**config.mk**
```make
export PLATFORM = sky130hd
export DESIGN_NAME = mc_ctrl_flat
export DESIGN_NICKNAME = d
export VERILOG_FILES = /design/src/rtl/mc_ctrl_if.sv /design/src/rtl/mc_ctrl.sv /design/src/flat_wrapper.sv
export SDC_FILE = /design/constraint.sdc
export NUM_CORES = 1
export LEC_CHECK = 0
export CELL_PAD_IN_SITES_DETAIL_PLACEMENT = 2
export CELL_PAD_IN_SITES_GLOBAL_PLACEMENT = 2
export CORE_MARGIN = 2
export CORE_UTILIZATION = 32
export CTS_CLUSTER_DIAMETER = 100
export CTS_CLUSTER_SIZE = 24
export DETAILED_ROUTE_END_ITERATION = 10
export PLACE_DENSITY = 0.87
export SLEW_MARGIN = 5
export SYNTH_ARGS = -nofsm -noshare
export SYNTH_HDL_FRONTEND = slang
export SYNTH_SLANG_ARGS = --single-unit
```
**constraint.sdc**
```tcl
create_clock -name clk -period 3.59 [get_ports clk]
set_input_delay 0.359 -clock clk [delete_from_list [all_inputs] [get_ports clk]]
set_output_delay 0.359 -clock clk [all_outputs]
set_load 0.05 [all_outputs]
```
**src/rtl/mc_ctrl_if.sv**
```systemverilog
// Control-unit <-> datapath signal bundle. The master side is the control unit;
// the slave side is the datapath/memory that supplies Instruction and mem_ready.
interface mc_ctrl_if;
  logic [31:0] Instruction;
  logic        mem_ready;
  logic        Extop;
  logic        jal_sel;
  logic        ALUSrc;
  logic        MemWrite;
  logic        MemtoReg;
  logic        RegDst;
  logic        RegWrite;
  logic        lb_sel;
  logic        sb_sel;
  logic [2:0]  ALUControl;
  logic [2:0]  Npc_op;
  logic        pc_en;
  logic        mem_req;
  logic        illegal;
  logic        mem_err;
  logic [31:0] instr_count;

  modport master (
    input  Instruction, mem_ready,
    output Extop, jal_sel, ALUSrc, MemWrite, MemtoReg, RegDst, RegWrite,
           lb_sel, sb_sel, ALUControl, Npc_op, pc_en, mem_req, illegal,
           mem_err, instr_count
  );

  modport slave (
    output Instruction, mem_ready,
    input  Extop, jal_sel, ALUSrc, MemWrite, MemtoReg, RegDst, RegWrite,
           lb_sel, sb_sel, ALUControl, Npc_op, pc_en, mem_req, illegal,
           mem_err, instr_count
  );
endinterface

```
**src/rtl/mc_ctrl.sv**
```systemverilog
// Multi-cycle control unit: FETCH/DECODE/EXEC/MEM/WB sequencing with a
// wait-state tolerant data-memory handshake and a retired-instruction counter.
module mc_ctrl #(
  parameter int unsigned MEM_TIMEOUT = 16
) (
  input logic       clk,
  input logic       reset,
  mc_ctrl_if.master bus
);
  localparam int unsigned WW = (MEM_TIMEOUT > 1) ? $clog2(MEM_TIMEOUT) : 1;

  typedef enum logic [2:0] {FETCH, DECODE, EXEC, MEM, WB} state_t;
  typedef enum logic [3:0] {
    K_NOP, K_ADDU, K_SUBU, K_JR, K_ORI, K_LUI, K_LW, K_SW,
    K_LB, K_SB, K_BEQ, K_J, K_JAL, K_ILL
  } kind_t;

  state_t        r_state, w_next;
  kind_t         w_kind;
  logic [31:0]   r_ir;
  logic [31:0]   r_instr_count;
  logic [WW-1:0] r_wait;
  logic          r_illegal, r_mem_err;
  logic          w_is_load, w_is_store;
  logic          w_retire, w_timeout, w_wait_inc;
  logic          w_pc_en, w_regwrite, w_memwrite, w_mem_req;
  logic [6:0]    w_flags;  // {Extop, jal_sel, ALUSrc, MemtoReg, RegDst, lb_sel, sb_sel}
  logic [2:0]    w_alu, w_npc;

  always_comb begin
    w_kind = K_ILL;
    case (r_ir[31:26])
      6'h00: begin
        if (r_ir == '0) w_kind = K_NOP;
        else begin
          case (r_ir[5:0])
            6'h21:   w_kind = K_ADDU;
            6'h23:   w_kind = K_SUBU;
            6'h08:   w_kind = K_JR;
            default: w_kind = K_ILL;
          endcase
        end
      end
      6'h0D:   w_kind = K_ORI;
      6'h0F:   w_kind = K_LUI;
      6'h23:   w_kind = K_LW;
      6'h2B:   w_kind = K_SW;
      6'h20:   w_kind = K_LB;
      6'h28:   w_kind = K_SB;
      6'h04:   w_kind = K_BEQ;
      6'h02:   w_kind = K_J;
      6'h03:   w_kind = K_JAL;
      default: w_kind = K_ILL;
    endcase
  end

  assign w_is_load  = (w_kind == K_LW) || (w_kind == K_LB);
  assign w_is_store = (w_kind == K_SW) || (w_kind == K_SB);

  // Level controls come from ir alone and are held low while fetching.
  always_comb begin
    w_flags = '0;
    w_alu   = '0;
    w_npc   = '0;
    if (r_state != FETCH) begin
      case (w_kind)
        K_ADDU: w_flags = 7'b0000100;
        K_SUBU: begin w_flags = 7'b0000100; w_alu = 3'b001; end
        K_JR:   w_npc   = 3'b011;
        K_ORI:  begin w_flags = 7'b0010000; w_alu = 3'b010; end
        K_LUI:  begin w_flags = 7'b0010000; w_alu = 3'b011; end
        K_LW:   w_flags = 7'b1011000;
        K_LB:   w_flags = 7'b1011010;
        K_SW:   w_flags = 7'b1010000;
        K_SB:   w_flags = 7'b1010001;
        K_BEQ:  begin w_alu = 3'b001; w_npc = 3'b001; end
        K_J:    w_npc   = 3'b010;
        K_JAL:  begin w_flags = 7'b0100000; w_npc = 3'b010; end
        default: ;
      endcase
    end
  end

  always_comb begin
    w_next     = r_state;
    w_pc_en    = 1'b0;
    w_regwrite = 1'b0;
    w_memwrite = 1'b0;
    w_mem_req  = 1'b0;
    w_retire   = 1'b0;
    w_timeout  = 1'b0;
    w_wait_inc = 1'b0;
    case (r_state)
      FETCH:  w_next = DECODE;
      DECODE: w_next = EXEC;
      EXEC: begin
        if (w_is_load || w_is_store) w_next = MEM;
        else if (w_kind inside {K_ADDU, K_SUBU, K_ORI, K_LUI, K_JAL}) w_next = WB;
        else begin
          w_pc_en  = 1'b1;
          w_retire = 1'b1;
          w_next   = FETCH;
        end
      end
      MEM: begin
        w_mem_req = 1'b1;
        if (bus.mem_ready) begin
          if (w_is_load) w_next = WB;
          else begin
            w_memwrite = 1'b1;
            w_pc_en    = 1'b1;
            w_retire   = 1'b1;
            w_next     = FETCH;
          end
        end else if (r_wait == WW'(MEM_TIMEOUT - 1)) begin
          // Abandon the access: retire with no register or memory write.
          w_timeout = 1'b1;
          w_pc_en   = 1'b1;
          w_retire  = 1'b1;
          w_next    = FETCH;
        end else begin
          w_wait_inc = 1'b1;
        end
      end
      WB: begin
        w_regwrite = 1'b1;
        w_pc_en    = 1'b1;
        w_retire   = 1'b1;
        w_next     = FETCH;
      end
      default: w_next = FETCH;
    endcase
  end

  always_ff @(posedge clk or negedge reset) begin
    if (!reset) r_state <= FETCH;
    else        r_state <= w_next;
  end

  always_ff @(posedge clk or negedge reset) begin
    if (!reset) begin
      r_ir          <= '0;
      r_wait        <= '0;
      r_illegal     <= 1'b0;
      r_mem_err     <= 1'b0;
      r_instr_count <= '0;
    end else begin
      if (r_state == FETCH) r_ir <= bus.Instruction;
      r_wait <= w_wait_inc ? r_wait + 1'b1 : '0;
      if (r_state == DECODE && w_kind == K_ILL) r_illegal <= 1'b1;
      if (w_timeout) r_mem_err <= 1'b1;
      if (w_retire) r_instr_count <= r_instr_count + 32'd1;
    end
  end

  assign {bus.Extop, bus.jal_sel, bus.ALUSrc, bus.MemtoReg,
          bus.RegDst, bus.lb_sel, bus.sb_sel} = w_flags;
  assign bus.ALUControl  = w_alu;
  assign bus.Npc_op      = w_npc;
  assign bus.pc_en       = w_pc_en;
  assign bus.RegWrite    = w_regwrite;
  assign bus.MemWrite    = w_memwrite;
  assign bus.mem_req     = w_mem_req;
  assign bus.illegal     = r_illegal;
  assign bus.mem_err     = r_mem_err;
  assign bus.instr_count = r_instr_count;
endmodule

```
**src/flat_wrapper.sv**
```systemverilog
// flat-port wrapper written by rule: the top's interface ports become plain ports
module mc_ctrl_flat 
#(
  parameter int unsigned MEM_TIMEOUT = 16
)
  (clk, reset, bus_Instruction, bus_mem_ready, bus_Extop, bus_jal_sel, bus_ALUSrc, bus_MemWrite, bus_MemtoReg, bus_RegDst, bus_RegWrite, bus_lb_sel, bus_sb_sel, bus_ALUControl, bus_Npc_op, bus_pc_en, bus_mem_req, bus_illegal, bus_mem_err, bus_instr_count);
  mc_ctrl_if bus_i ();
  input logic clk;
  input logic reset;
  input wire logic [$bits(bus_i.Instruction)-1:0] bus_Instruction;
  input wire logic [$bits(bus_i.mem_ready)-1:0] bus_mem_ready;
  output wire logic [$bits(bus_i.Extop)-1:0] bus_Extop;
  output wire logic [$bits(bus_i.jal_sel)-1:0] bus_jal_sel;
  output wire logic [$bits(bus_i.ALUSrc)-1:0] bus_ALUSrc;
  output wire logic [$bits(bus_i.MemWrite)-1:0] bus_MemWrite;
  output wire logic [$bits(bus_i.MemtoReg)-1:0] bus_MemtoReg;
  output wire logic [$bits(bus_i.RegDst)-1:0] bus_RegDst;
  output wire logic [$bits(bus_i.RegWrite)-1:0] bus_RegWrite;
  output wire logic [$bits(bus_i.lb_sel)-1:0] bus_lb_sel;
  output wire logic [$bits(bus_i.sb_sel)-1:0] bus_sb_sel;
  output wire logic [$bits(bus_i.ALUControl)-1:0] bus_ALUControl;
  output wire logic [$bits(bus_i.Npc_op)-1:0] bus_Npc_op;
  output wire logic [$bits(bus_i.pc_en)-1:0] bus_pc_en;
  output wire logic [$bits(bus_i.mem_req)-1:0] bus_mem_req;
  output wire logic [$bits(bus_i.illegal)-1:0] bus_illegal;
  output wire logic [$bits(bus_i.mem_err)-1:0] bus_mem_err;
  output wire logic [$bits(bus_i.instr_count)-1:0] bus_instr_count;
  assign bus_i.Instruction = bus_Instruction;
  assign bus_i.mem_ready = bus_mem_ready;
  assign bus_Extop = bus_i.Extop;
  assign bus_jal_sel = bus_i.jal_sel;
  assign bus_ALUSrc = bus_i.ALUSrc;
  assign bus_MemWrite = bus_i.MemWrite;
  assign bus_MemtoReg = bus_i.MemtoReg;
  assign bus_RegDst = bus_i.RegDst;
  assign bus_RegWrite = bus_i.RegWrite;
  assign bus_lb_sel = bus_i.lb_sel;
  assign bus_sb_sel = bus_i.sb_sel;
  assign bus_ALUControl = bus_i.ALUControl;
  assign bus_Npc_op = bus_i.Npc_op;
  assign bus_pc_en = bus_i.pc_en;
  assign bus_mem_req = bus_i.mem_req;
  assign bus_illegal = bus_i.illegal;
  assign bus_mem_err = bus_i.mem_err;
  assign bus_instr_count = bus_i.instr_count;
  mc_ctrl #(.MEM_TIMEOUT(MEM_TIMEOUT)) u_core (.clk(clk), .reset(reset), .bus(bus_i));
endmodule
```
; After elaboration in Yosys (flattened, before gate mapping)
; Cells that the tools add are included.
; W data, S select, Z words.
[op_classes]
reduce_logical = 13
add_sub_neg = 2
n_eq_ne = 31
n_mux = 31
[ops]
columns = operator, count
row1 = $pmux W7 S7, 1
row2 = $pmux W4 S10, 1
row3 = $eq A6 B6 Y1 const B, 6
row4 = $add A32 B1 Y32 const B, 1
row5 = $logic_not A32 Y1, 1
row6 = $eq A4 B4 Y1 const B, 7
row7 = $mux W3, 7
row8 = $eq A6 B4 Y1 const B, 3
row9 = $eq A4 B3 Y1 const B, 4
row10 = $mux W1, 14
row11 = $eq A6 B2 Y1 const B, 2
row12 = $pmux W2 S3, 2
row13 = $pmux W3 S4, 1
row14 = $pmux W4 S3, 1
row15 = $eq A4 B2 Y1 const B, 2
row16 = $mux W4, 2
row17 = $reduce_or A2 Y1, 4
row18 = $mux W7, 1
row19 = $eq A3 B2 Y1 const B, 2
row20 = $eq A6 B3 Y1 const B, 1
row21 = $logic_not A6 Y1, 1
row22 = $reduce_bool A5 Y1, 1
row23 = $add A4 B1 Y4 const B, 1
row24 = $eq A4 B1 Y1 const B, 1
row25 = 8 further kinds, 10
[word_totals]
register_bits = 73

; Longest topological paths before layout
[depth]
ltp_word = 9
ltp_mapped = 10
ltp_nobuf = 8

; Least setup slack after synthesis
; OpenSTA, ideal clock, no wires.
[synth_timing]
kind = register to output
start = register u_core.r_ir[29]
end = output port bus_Npc_op[0]
path_stages_with_launch = 8
required_ps = 3231
arrival_ps = 3317
slack_ps = -86
n_path_buf = 1
cell_sequence = dfrtp_1 -> buf_6 -> or3_4 -> or3b_1 -> and2_1 -> o21ai_0 -> a21oi_1 -> nor4_1
[synth_between]
elab_chain_cells = 7
elab_cells_between_ends = 20
cone_classes = 13 x eq/ne / 4 x mux / 3 x reduce/logical
[synth_rtl]
columns = item, line_no
row1 = "start, declared", mc_ctrl.sv:20  ; logic [31:0] r_ir;
row2 = "start signal, assigned", mc_ctrl.sv:148  ; if (r_state == FETCH) r_ir <= bus.Instruction;
row3 = $logic_not A32 Y1, mc_ctrl.sv:34  ; if (r_ir == '0) w_kind = K_NOP;
row4 = $mux W4, mc_ctrl.sv:34
row5 = $pmux W4 S10 (*), mc_ctrl.sv:32  ; case (r_ir[31:26])
row6 = $eq A4 B4 Y1, mc_ctrl.sv:66  ; case (w_kind)
row7 = $reduce_or A2 Y1 (no line), n/a
row8 = $pmux W2 S3 (*), mc_ctrl.sv:66
row9 = $mux W3 (*), mc_ctrl.sv:65  ; if (r_state != FETCH) begin
row10 = "end, declared", flat_wrapper.sv:22  ; output wire logic [$bits(bus_i.Npc_op)-1:0] bus_Npc_op;
; Every way passes the cells marked *; elsewhere a longest branch is shown, timed or not.

; Final worst setup path
[layout_timing]
start = register u_core.r_ir[26]
end = output port bus_lb_sel
[layout_between]
elab_chain_cells = 7
elab_cells_between_ends = 26
cone_classes = 18 x eq/ne / 4 x mux / 4 x reduce/logical
[layout_rtl]
columns = item, line_no
row1 = $logic_not A32 Y1, mc_ctrl.sv:34
row2 = $mux W4, mc_ctrl.sv:34
row3 = $pmux W4 S10 (*), mc_ctrl.sv:32
row4 = $eq A4 B3 Y1 (tied with other cells), mc_ctrl.sv:66
row5 = $reduce_or A2 Y1 (no line), n/a
row6 = $pmux W7 S7 (*), mc_ctrl.sv:66
row7 = $mux W7 (*), mc_ctrl.sv:65
row8 = "end, declared", flat_wrapper.sv:19  ; output wire logic [$bits(bus_i.lb_sel)-1:0] bus_lb_sel;
; Marked as above.

==> metrics.md <==
| Metric | Value |
|---|---|
| Status | finished with violations |
| Failing checks | DRC |
| Chip Height | 113 um |
| DR vias | 3063 |
| Detail Route Antenna Nets | 0 |
| Setup TNS | 0 ps |
| Share of layout cells above drive strength 1 | 17.9% |
| Class of the worst hold path | in2async |
| Slew margin rel. | 36.3% |
| Vias in the first global route | 3473 |
| Initial antenna violation count | 0 |
| Arr. time, crit path | 3020 ps |
| Syn_area_per_cell | 10.8 sq um |
| RSZ-0062 raised after global routing | false |
| Setup bufs post-CTS | 0 |
| Final setup violation count | 0 |
| GR peak layer | met2 |
| Fillers | 1187 |
| Routed wire length per instance | 19.3 um |
| CTS tree | yes |
| Worst-path fanout max | 12 |
| M1 GR Usage | 23.4% |
| Fin nets | 474 |
| Hold_buf cts | 0 |
| Hpwl dp | 8050 um |
| CTS root buf | clkbuf_16 |
| Width of the die | 113 um |
| Area of the core | 0.0115 sq mm |
| Vias/cell | 5.24 |
| Clk sinks | 73 |
| First-pass GRT wire length | 18900 um |
| Post-synthesis register bit count | 73 |
| EDFF count, synth | 0 |
| H-Tree Depth | 3 |
| Cell variety after synth | 57 |
| CTS Buf Count | 9 |
| Synth top area share | 48.1% |
| Design Power | 3.84 mW |
| Met3 Use GR | 4.77% |
| Final WL | 11300 um |
| GPL Wtd Cong | 0.838 |
| Synth area leaders | dfrtp_1, mux2_2, xnor2_1, nor2_1, nor3_1 |
| Number of max-cap violations | 0 |
| Number of gates resized after CTS | 1 |
| Fin crit share | 94.2% |
| Initial core utilization | 33.0% |
| Critical Path Start Type | flip-flop |
| Ant. Diodes | 0 |
| Mapped Area | 0.00380 sq mm |
| Worst VDD drop | 0.416 mV |
| Leak pwr | 2.12 nW |
| Detailed Routing Iterations Pass 1 | 6 |
| Global-route usage over all layers | 18.9% |
| Final Critical Period | 3380 ps |
| Syn Inst Count | 353 |
| DRC viols | 4 |
| Power Density | 755 mW/mm^2 |
| Worst Skew | 8.54 ps |
| Row Count | 39 |
| Clock transition at path regs | 60 ps |
| Die ar. | 0.0128 sq mm |
| Crit Path Class | reg2out |
| Largest net degree at the start of global routing | 74 |
| CTS max path bufs | 2 |
| Endpoints failing hold | 0 |
| Worst Tran Pin Value | 956 ps |
| Worst Path Required | 3230 ps |
| Post-synthesis sequential area ratio | 48.1% |
| Synth warn | 0 |
| Fmax | 0.296 GHz |
| Overflow after GRT | 0 |
| Met2 Usage GRT | 32.8% |
| Cell taking the most area after synthesis | dfrtp_1 |
| Clock latency on the worst-skew pair | 350 ps |
| P&R area growth vs syn | 34.0% |
| # IOs | 86 |
| Async S/R FF share, synth | 100% |
| 1st-iter DRT viols | 80 |
| Post-synth top flop | dfrtp_1 |
| IO buf count | 83 |
| CP Capture Type | output port |
| Final Max Slew Viols | 0 |
==> worst max-delay path, cell delays in order (launching register included) <==
cell and delay, ps:
dfrtp_1 500, or3_4 430, or3b_1 370, and2_1 160
o21ai_0 240, buf_4 180, nor3_1 60, clkdlybuf4s50_1 730
==> metal layers <==
layer  up-vias  routed length, um
met1      1565               4910
met2        44               5850
li1       1443                  -
met5         -                  0
met4         0                145
met3        11                359
==> where the power goes <==
| group | leakage (nW) | internal, mW | switching [mW] | total (mW) |
|---|---|---|---|---|
| clock | 0.150 | 0.566 | 0.390 | 0.956 |
| combinational | 1.04 | 0.667 | 0.899 | 1.57 |
| sequential | 0.930 | 1.05 | 0.269 | 1.32 |
| total | 2.12 | 2.29 | 1.56 | 3.84 |
==> cell usage after synthesis, drive strengths merged (2+ instances only) <==
cell,number
inv,8
buf,11
o21ai,18
o21a,2
nor3,17
dfrtp,73
a21oi,6
xnor2,32
ha,2
and3,9
nand2,16
mux2i,2
nor4,9
and2,11
o211ai,9
nand4,5
mux2,31
nand3,11
or2,3
nor2b,2
a21o,2
or3b,2
a41o,2
nor3b,3
and4,4
clkbuf,9
xor2,2
o2111ai,11
or3,3
nor2,23
==> final cells by class <==
cell class	instances	area, sq um	share of cell area (%)
repair buffers	92	900	17.7
flip-flops and latches	73	1830	35.9
clock buffers	10	239	4.70
inverters	8	30.0	0.590
multi-input cells	253	1840	36.2
well taps	143	179	3.52
clock inverters	6	72.6	1.43
==> per-stage QoR <==
| step | area, sq um | hold WS, ps | setup WS [ps] | utilization [%] | instances |
|---|---|---|---|---|---|
| 4_1_cts | 5080 | 192 | 28.2 | 44.1 | 585 |
| 6_report | 5090 | 151 | 209 | 44.2 | 585 |
| 2_1_floorplan | 3810 | 63.4 | 394 | - | 354 |
| 3_5_place_dp | 4770 | 474 | 394 | 41.4 | 569 |
| 3_3_place_gp | 4770 | 452 | 502 | 41.4 | 569 |
| 5_1_grt | 5090 | 213 | 56.4 | 44.2 | 585 |
==> flip-flops by register name, indices dropped and copies added (netlist names) <==
name and count:
u_core.r_ir 32, u_core.bus.illegal 1, u_core.bus.instr_count 32, u_core.r_wait 4, u_core.r_state 3, u_core.bus.mem_err 1
==> cell usage in the layout (no fill, tap or decap), types with 3 or more instances in the layout <==
cell / n
a21oi_1: 6
and3_1: 9
nor3b_1: 3
and4_1: 4
nand3_1: 11
nor4_1: 7
o211ai_1: 8
nor3_1: 16
nand2_1: 16
inv_1: 8
mux2_2: 30
o2111ai_2: 4
clkdlybuf4s50_1: 72
dlymetal6s2s_1: 3
o21ai_1: 10
xnor2_1: 32
and2_1: 11
clkbuf_16: 9
o21ai_0: 8
dfrtp_1: 73
nand4_1: 5
o2111ai_1: 7
inv_6: 3
buf_4: 15
nor2_1: 23
==> path summary, 6_finish.rpt <==
path                                                         from  cells after the start  slack (ps)                                     end
max                                   u_core.r_ir[26]$_DFFE_PN0N_                      7         210                              bus_lb_sel
min                                                         reset                      1         150             u_core.r_ir[18]$_DFFE_PN0N_
max reg2reg                           u_core.r_ir[26]$_DFFE_PN0N_                     10         510  u_core.bus.instr_count[25]$_DFFE_PN0P_
min reg2reg                u_core.bus.instr_count[31]$_DFFE_PN0P_                      1         480  u_core.bus.instr_count[31]$_DFFE_PN0P_
max in group asynchronous                                   reset                      1        2810           u_core.r_state[1]$_DFFE_PN0P_
min in group clk           u_core.bus.instr_count[31]$_DFFE_PN0P_                      1         480  u_core.bus.instr_count[31]$_DFFE_PN0P_
==> cells by family (layout without fill, tap and decap cells) <==
group                    after synthesis  count (layout)  synth area share, %
AO/OA/AOI/OAI                         59              59                 11.8
XOR/XNOR                              34              34                 7.84
adder cells (fa/ha/maj)                2               2                0.659
buffers and inverters                 28             116                 3.79
flip-flops                            73              73                 48.1
multiplexers                          33              33                 9.82
other                                  1               2               0.0987
AND/OR/NAND/NOR                      123             123                 17.9
(Power assumes the default switching activity.)
